**config.mk**
```make
export PLATFORM = sky130hd
export DESIGN_NAME = rv32i_stage_sequencer
export DESIGN_NICKNAME = d
export VERILOG_FILES = /design/src/rtl/rv32i_stage_sequencer_pkg.sv /design/src/rtl/rv32i_stage_sequencer_perf_counter.sv /design/src/rtl/rv32i_stage_sequencer.sv
export SDC_FILE = /design/constraint.sdc
export NUM_CORES = 1
export LEC_CHECK = 0
export ABC_AREA = 1
export BUFFER_PORTS_ARGS = -buffer_cell sky130_fd_sc_hd__buf_2
export CORE_MARGIN = 2
export CORE_UTILIZATION = 58
export DETAILED_ROUTE_END_ITERATION = 12
export PLACE_DENSITY = 0.88
export SYNTH_ARGS = -nofsm -noshare
export SYNTH_HDL_FRONTEND = slang
export SYNTH_SLANG_ARGS = --single-unit
```
**constraint.sdc**
```tcl
create_clock -name clk -period 1.8 [get_ports clk]
set_input_delay 0.18 -clock clk [delete_from_list [all_inputs] [get_ports clk]]
set_output_delay 0.18 -clock clk [all_outputs]
set_load 0.005 [all_outputs]
```
**src/rtl/rv32i_stage_sequencer_pkg.sv**
```systemverilog
// Shared types for the RV32I multi-cycle stage sequencer: stage encoding,
// fault causes and the width of the handshake wait counter.
package rv32i_stage_sequencer_pkg;

  typedef enum logic [2:0] {
    FETCH      = 3'd0,
    DECODE     = 3'd1,
    EXECUTE    = 3'd2,
    MEM_WAIT   = 3'd3,
    WRITE_BACK = 3'd4,
    HALT       = 3'd5,
    FAULT      = 3'd6
  } stage_t;

  typedef enum logic [1:0] {
    CAUSE_NONE           = 2'd0,
    CAUSE_IFETCH_TIMEOUT = 2'd1,
    CAUSE_MEM_TIMEOUT    = 2'd2
  } fault_cause_t;

  // Wide enough for the largest legal MEM_TIMEOUT (65535).
  localparam int WAIT_W = 16;

endpackage

```
**src/rtl/rv32i_stage_sequencer_perf_counter.sv**
```systemverilog
// Enable-gated free-running counter with synchronous reset; wraps silently.
module rv32i_stage_sequencer_perf_counter #(
  parameter int W = 64
) (
  input  logic         clk,
  input  logic         rst,
  input  logic         i_en,
  output logic [W-1:0] o_count
);

  logic [W-1:0] r_count;

  always_ff @(posedge clk) begin
    if (rst) begin
      r_count <= '0;
    end else if (i_en) begin
      r_count <= r_count + {{(W-1){1'b0}}, 1'b1};
    end
  end

  assign o_count = r_count;

endmodule

```
**src/rtl/rv32i_stage_sequencer.sv**
```systemverilog
// Multi-cycle stage sequencer: drives stage strobes and memory requests,
// times out stalled handshakes into a sticky FAULT, and supports debug halt.
module rv32i_stage_sequencer
  import rv32i_stage_sequencer_pkg::*;
#(
  parameter int unsigned CNT_W        = 64,
  parameter int unsigned MEM_TIMEOUT  = 255,
  parameter bit          RESET_HALTED = 1'b0
) (
  input  logic             clk,
  input  logic             rst,
  output logic             ifetch_req,
  input  logic             ifetch_ack,
  input  logic             instr_is_ebreak,
  input  logic             instr_is_mem,
  output logic             mem_req,
  input  logic             mem_ack,
  output logic             decode_en,
  output logic             execute_en,
  output logic             wb_en,
  input  logic             halt_req,
  input  logic             resume,
  output logic             halted,
  output logic             fault,
  output logic [1:0]       fault_cause,
  output logic [2:0]       stage,
  output logic [CNT_W-1:0] cycle_count,
  output logic [CNT_W-1:0] instret_count
);

  localparam logic [WAIT_W-1:0] TIMEOUT   = WAIT_W'(MEM_TIMEOUT);
  localparam stage_t            RST_STAGE = RESET_HALTED ? HALT : FETCH;

  stage_t             r_state;
  fault_cause_t       r_cause;
  logic [WAIT_W-1:0]  r_wait;
  logic               w_cycle_en;
  logic               w_instret_en;

  always_ff @(posedge clk) begin
    if (rst) begin
      r_state <= RST_STAGE;
      r_cause <= CAUSE_NONE;
      r_wait  <= '0;
    end else begin
      case (r_state)
        FETCH: begin
          // An ack on the timeout cycle still wins over the fault.
          if (ifetch_ack) begin
            r_state <= DECODE;
          end else if (r_wait == TIMEOUT) begin
            r_state <= FAULT;
            r_cause <= CAUSE_IFETCH_TIMEOUT;
          end else begin
            r_wait <= r_wait + 1'b1;
          end
        end
        DECODE: begin
          r_state <= EXECUTE;
        end
        EXECUTE: begin
          if (instr_is_ebreak) begin
            r_state <= HALT;
          end else if (instr_is_mem) begin
            r_state <= MEM_WAIT;
            r_wait  <= '0;
          end else begin
            r_state <= WRITE_BACK;
          end
        end
        MEM_WAIT: begin
          if (mem_ack) begin
            r_state <= WRITE_BACK;
          end else if (r_wait == TIMEOUT) begin
            r_state <= FAULT;
            r_cause <= CAUSE_MEM_TIMEOUT;
          end else begin
            r_wait <= r_wait + 1'b1;
          end
        end
        WRITE_BACK: begin
          // Instruction boundary: the only place a debug halt is honoured.
          if (halt_req) begin
            r_state <= HALT;
          end else begin
            r_state <= FETCH;
            r_wait  <= '0;
          end
        end
        HALT: begin
          if (resume) begin
            r_state <= FETCH;
            r_wait  <= '0;
          end
        end
        FAULT: begin
          r_state <= FAULT;
        end
        default: begin
          r_state <= FETCH;
          r_wait  <= '0;
        end
      endcase
    end
  end

  assign ifetch_req  = (r_state == FETCH);
  assign decode_en   = (r_state == DECODE);
  assign execute_en  = (r_state == EXECUTE);
  assign mem_req     = (r_state == MEM_WAIT);
  assign wb_en       = (r_state == WRITE_BACK);
  assign halted      = (r_state == HALT);
  assign fault       = (r_state == FAULT);
  assign fault_cause = r_cause;
  assign stage       = r_state;

  assign w_cycle_en   = (r_state != HALT) && (r_state != FAULT);
  assign w_instret_en = (r_state == WRITE_BACK);

  rv32i_stage_sequencer_perf_counter #(.W(CNT_W)) u_cycle_cnt (
    .clk     (clk),
    .rst     (rst),
    .i_en    (w_cycle_en),
    .o_count (cycle_count)
  );

  rv32i_stage_sequencer_perf_counter #(.W(CNT_W)) u_instret_cnt (
    .clk     (clk),
    .rst     (rst),
    .i_en    (w_instret_en),
    .o_count (instret_count)
  );

endmodule

```
==> results.py <==
metrics = {
    "outcome": {
        "status": "finished, final reports clean",
    },
    "critical_path": {
        "cp-startpoint": "u_cycle_cnt.o_count[20]",
        "cp_slowest_cell": "dfxtp_1",
        "r2r_start": "u_cycle_cnt.o_count[20]",
        "reg2reg_to": "u_cycle_cnt.o_count[61]",
        "critPathMaxStageDelay_ns": 0.43,
        "worstSetupPathType": "flip-flop to flip-flop",
        "path_buf_inv": 0,
        "arrival_ns": 2.05,
        "r2r_setup_slack_ns": 0.06,
        "r2r_cells": 9,
        "crit_required_ns": 2.11,
        "cp_top_family": "simple AND/OR/NAND/NOR gates",
        "cp_max_fo": 6,
        "end_kind": "flip-flop",
        "crit_top_cell": "nand2_1",
        "critical_path.startpoint_type": "flip-flop",
        "path_cells": "nand2_2, nor2_4, nand2_1, nor2_1, nand2_1, nor2_2, nand3_1, nand2_1, nor2_1",
    },
    "logic_synthesis": {
        "synthCells": 1519,
        "yosys_warnings": 0,
        "ys_types": 43,
        "ys_seq_area_share_pct": 32.3,
        "synth.net_count": 1530,
        "yosys_register_bits": 149,
        "syn_area_um2": 9240,
        "syn_area_per_cell_um2": 6.08,
    },
    "layout": {
        "n_antenna_cell": 0,
        "final_cell_mix": "nand2_1, nor2_1, inv_1",
        "design_area_um2": 11600,
        "multi_input_area_um2": 5640,
        "ff_latch_area_um2": 3010,
        "stdcell_count": 1971,
        "nets": 1754,
        "final_common_cell": "nand2_1",
        "area.growth.synth_to_final_pct": 25.4,
        "fillers": 1269,
        "drive_gt1_share_pct": 22.8,
    },
    "floorplan": {
        "die_x_um": 130,
        "core_area_um2": 15700,
        "die_h_um": 130,
        "start_util_pct": 58.8,
        "io_pins": 148,
        "die_area_um2": 16900,
        "fp-row-count": 46,
    },
    "pwr": {
        "peakVddDrop_uv": 639,
        "power_density_nw_per_um2": 729,
        "p_leak_nw": 4.69,
        "total_power_w": 0.00844,
    },
    "timing": {
        "finClkSkew_ns": 0.00936,
        "min_period_ns": 1.74,
        "whs_ns": 0.0728,
        "hold_viol_final": 0,
        "relSlewSlack_pct": 70.9,
        "finalWorstSetupSlack_ns": 0.0636,
        "fmax_mhz": 576,
        "worstMarginPinSlew_ns": 0.436,
        "rsz0062_at_grt": "true",
        "finalSetupViolations": 0,
        "fin_crit_sh_pct": 96.5,
        "finalMaxSlewViolations": 0,
    },
    "min_path": {
        "worstHoldStart": "resume",
        "hold_depth": 4,
        "holdPathEnd": "stage[0]",
        "min_path_type": "input port to flip-flop",
    },
    "clocking": {
        "cts_tree": "built",
        "numCtsBuffers": 17,
        "root_buffer": "clkbuf_16",
        "clk_latency_ns": 0.43,
        "clockBufferDepth": 2,
        "cts.sinks": 149,
        "clkTransAtPathRegs_ns": 0.06,
        "htree_num_levels": 4,
    },
    "grt": {
        "grt-ovfl-total": 0,
        "antenna_found_initial": 0,
        "grt_pass1_wl_mm": 46.5,
        "grt_pass1_vias": 10000,
        "grt_util_all_layers_pct": 34.4,
        "grt_max_degree": 57,
    },
    "detailed_routing": {
        "dr.pass1.iters": 6,
        "drc": 0,
        "routed_via_density": 5.59,
        "detailedRoute.firstIterationViolations": 1129,
        "wl_per_cell_um": 15.2,
        "drt_wl_total_mm": 29.9,
        "num_vias": 11000,
        "detail-route-antenna-nets": 0,
    },
    "flow_run": {
        "drv_cap": 0,
    },
    "place": {
        "post-place-cells": 1925,
        "place_area_um2": 10600,
        "gp_congestion": 0.989,
        "post-place-ws_ns": -0.0189,
        "hpwlAfterDp_mm": 21.7,
        "io_buffers": 147,
    },
}
-- final cells by class --
type | count | area share (%)
inverter | 169 | 5.65
timing repair buffer | 230 | 12.2
clock inverter | 9 | 1.10
clock buffer | 22 | 4.01
multi-input combinational | 1176 | 48.7
sequential | 149 | 26.0
tap | 216 | 2.33
-- what timing repair did --
action | CTS | global route
gates resized for setup | 3 | 89
hold buffers | 0 | 0
pin swaps | 1 | 15
setup endpoints to repair | 5 | 103
setup buffers | 2 | 13
-- metal layers --
metal	vias to the layer above	track usage, %	wire length (um)
li1	5296	-	-
met1	4989	41.5	11600
met2	612	59.3	14600
met3	125	6.89	2520
met4	0	15.0	1160
met5	-	0	0
-- worst min-delay path: cells and delay by family --
kind          cells  cell delay (ns)
simple gates      3             0.18
buf+inv           1             0.09
-- how the worst max path moves through the flow --
stage | to | slack (ns) | cells after the start
after floorplan | u_instret_cnt.o_count[52] | 0.15 | 10
after global placement | u_cycle_cnt.o_count[51] | 0.06 | 9
after detailed placement | u_cycle_cnt.o_count[12] | -0.02 | 9
after CTS | r_wait[3] | 0.009 | 8
after global routing | u_instret_cnt.o_count[61] | -0.08 | 10
final | u_cycle_cnt.o_count[61] | 0.06 | 9
-- through the flow --
| stage | setup TNS [ns] | util, % |
|---|---|---|
| 6_report | 0 | 73.7 |
| 5_1_grt | -0.200 | 73.7 |
| 4_1_cts | 0 | 71.6 |
| 3_5_place_dp | -0.0189 | 67.6 |
| 3_3_place_gp | 0 | 67.6 |
| 2_1_floorplan | 0 | - |
-- cells by family after synthesis --
logic type | synth area share, %
flops | 32.3
fa+ha+maj | 0.406
compound gates | 8.35
xor+xnor | 1.71
buf+inv | 8.83
simple gates | 48.4
-- synthesized netlist by cell type --
master / count / area, um2
nor2_1: 348 / 1310
and3_1: 1 / 6.26
nand3b_1: 6 / 45.0
nor2_4: 10 / 113
nor3_2: 2 / 20.0
nand3_2: 4 / 40.0
buf_4: 1 / 7.51
inv_1: 163 / 612
inv_2: 4 / 15.0
nand3_1: 114 / 571
clkbuf_8: 4 / 55.1
nor2_2: 21 / 131
nand4_1: 53 / 332
nand2_2: 15 / 93.8
ha_1: 3 / 37.5
o21a_1: 4 / 30.0
nand2_1: 402 / 1510
a21oi_1: 69 / 345
xor2_1: 12 / 105
dfxtp_1: 149 / 2980
a21oi_2: 9 / 78.8
nand3_4: 2 / 35.0
buf_1: 5 / 18.8
xnor2_1: 6 / 52.6
o21ai_0: 41 / 205
nand2_4: 2 / 22.5
and2_1: 6 / 37.5
buf_12: 1 / 20.0
nor3_4: 1 / 16.3
o21ai_1: 3 / 15.0
nor3b_1: 3 / 22.5
nand4_2: 1 / 12.5
nor3_1: 21 / 105
nor2b_1: 2 / 12.5
clkinv_1: 1 / 3.75
nand2_8: 1 / 20.0
buf_2: 2 / 10.0
a31oi_1: 1 / 6.26
o21bai_1: 12 / 90.1
clkbuf_1: 9 / 33.8
nor2_8: 1 / 20.0
inv_4: 1 / 6.26
buf_6: 3 / 33.8
-- flip-flops by register name (all words and copies together) (netlist names) --
| register | flops |
|---|---|
| u_cycle_cnt.o_count | 64 |
| u_instret_cnt.o_count | 64 |
| fault_cause | 2 |
| r_wait | 16 |
| stage | 3 |
-- report_power, final --
part           internal [W]  total, W  switching [W]
Combinational      0.000494   0.00133       0.000835
Clock               0.00224   0.00366        0.00142
Sequential          0.00337   0.00345      0.0000837
No activity file was read; power rests on OpenSTA's default activity.
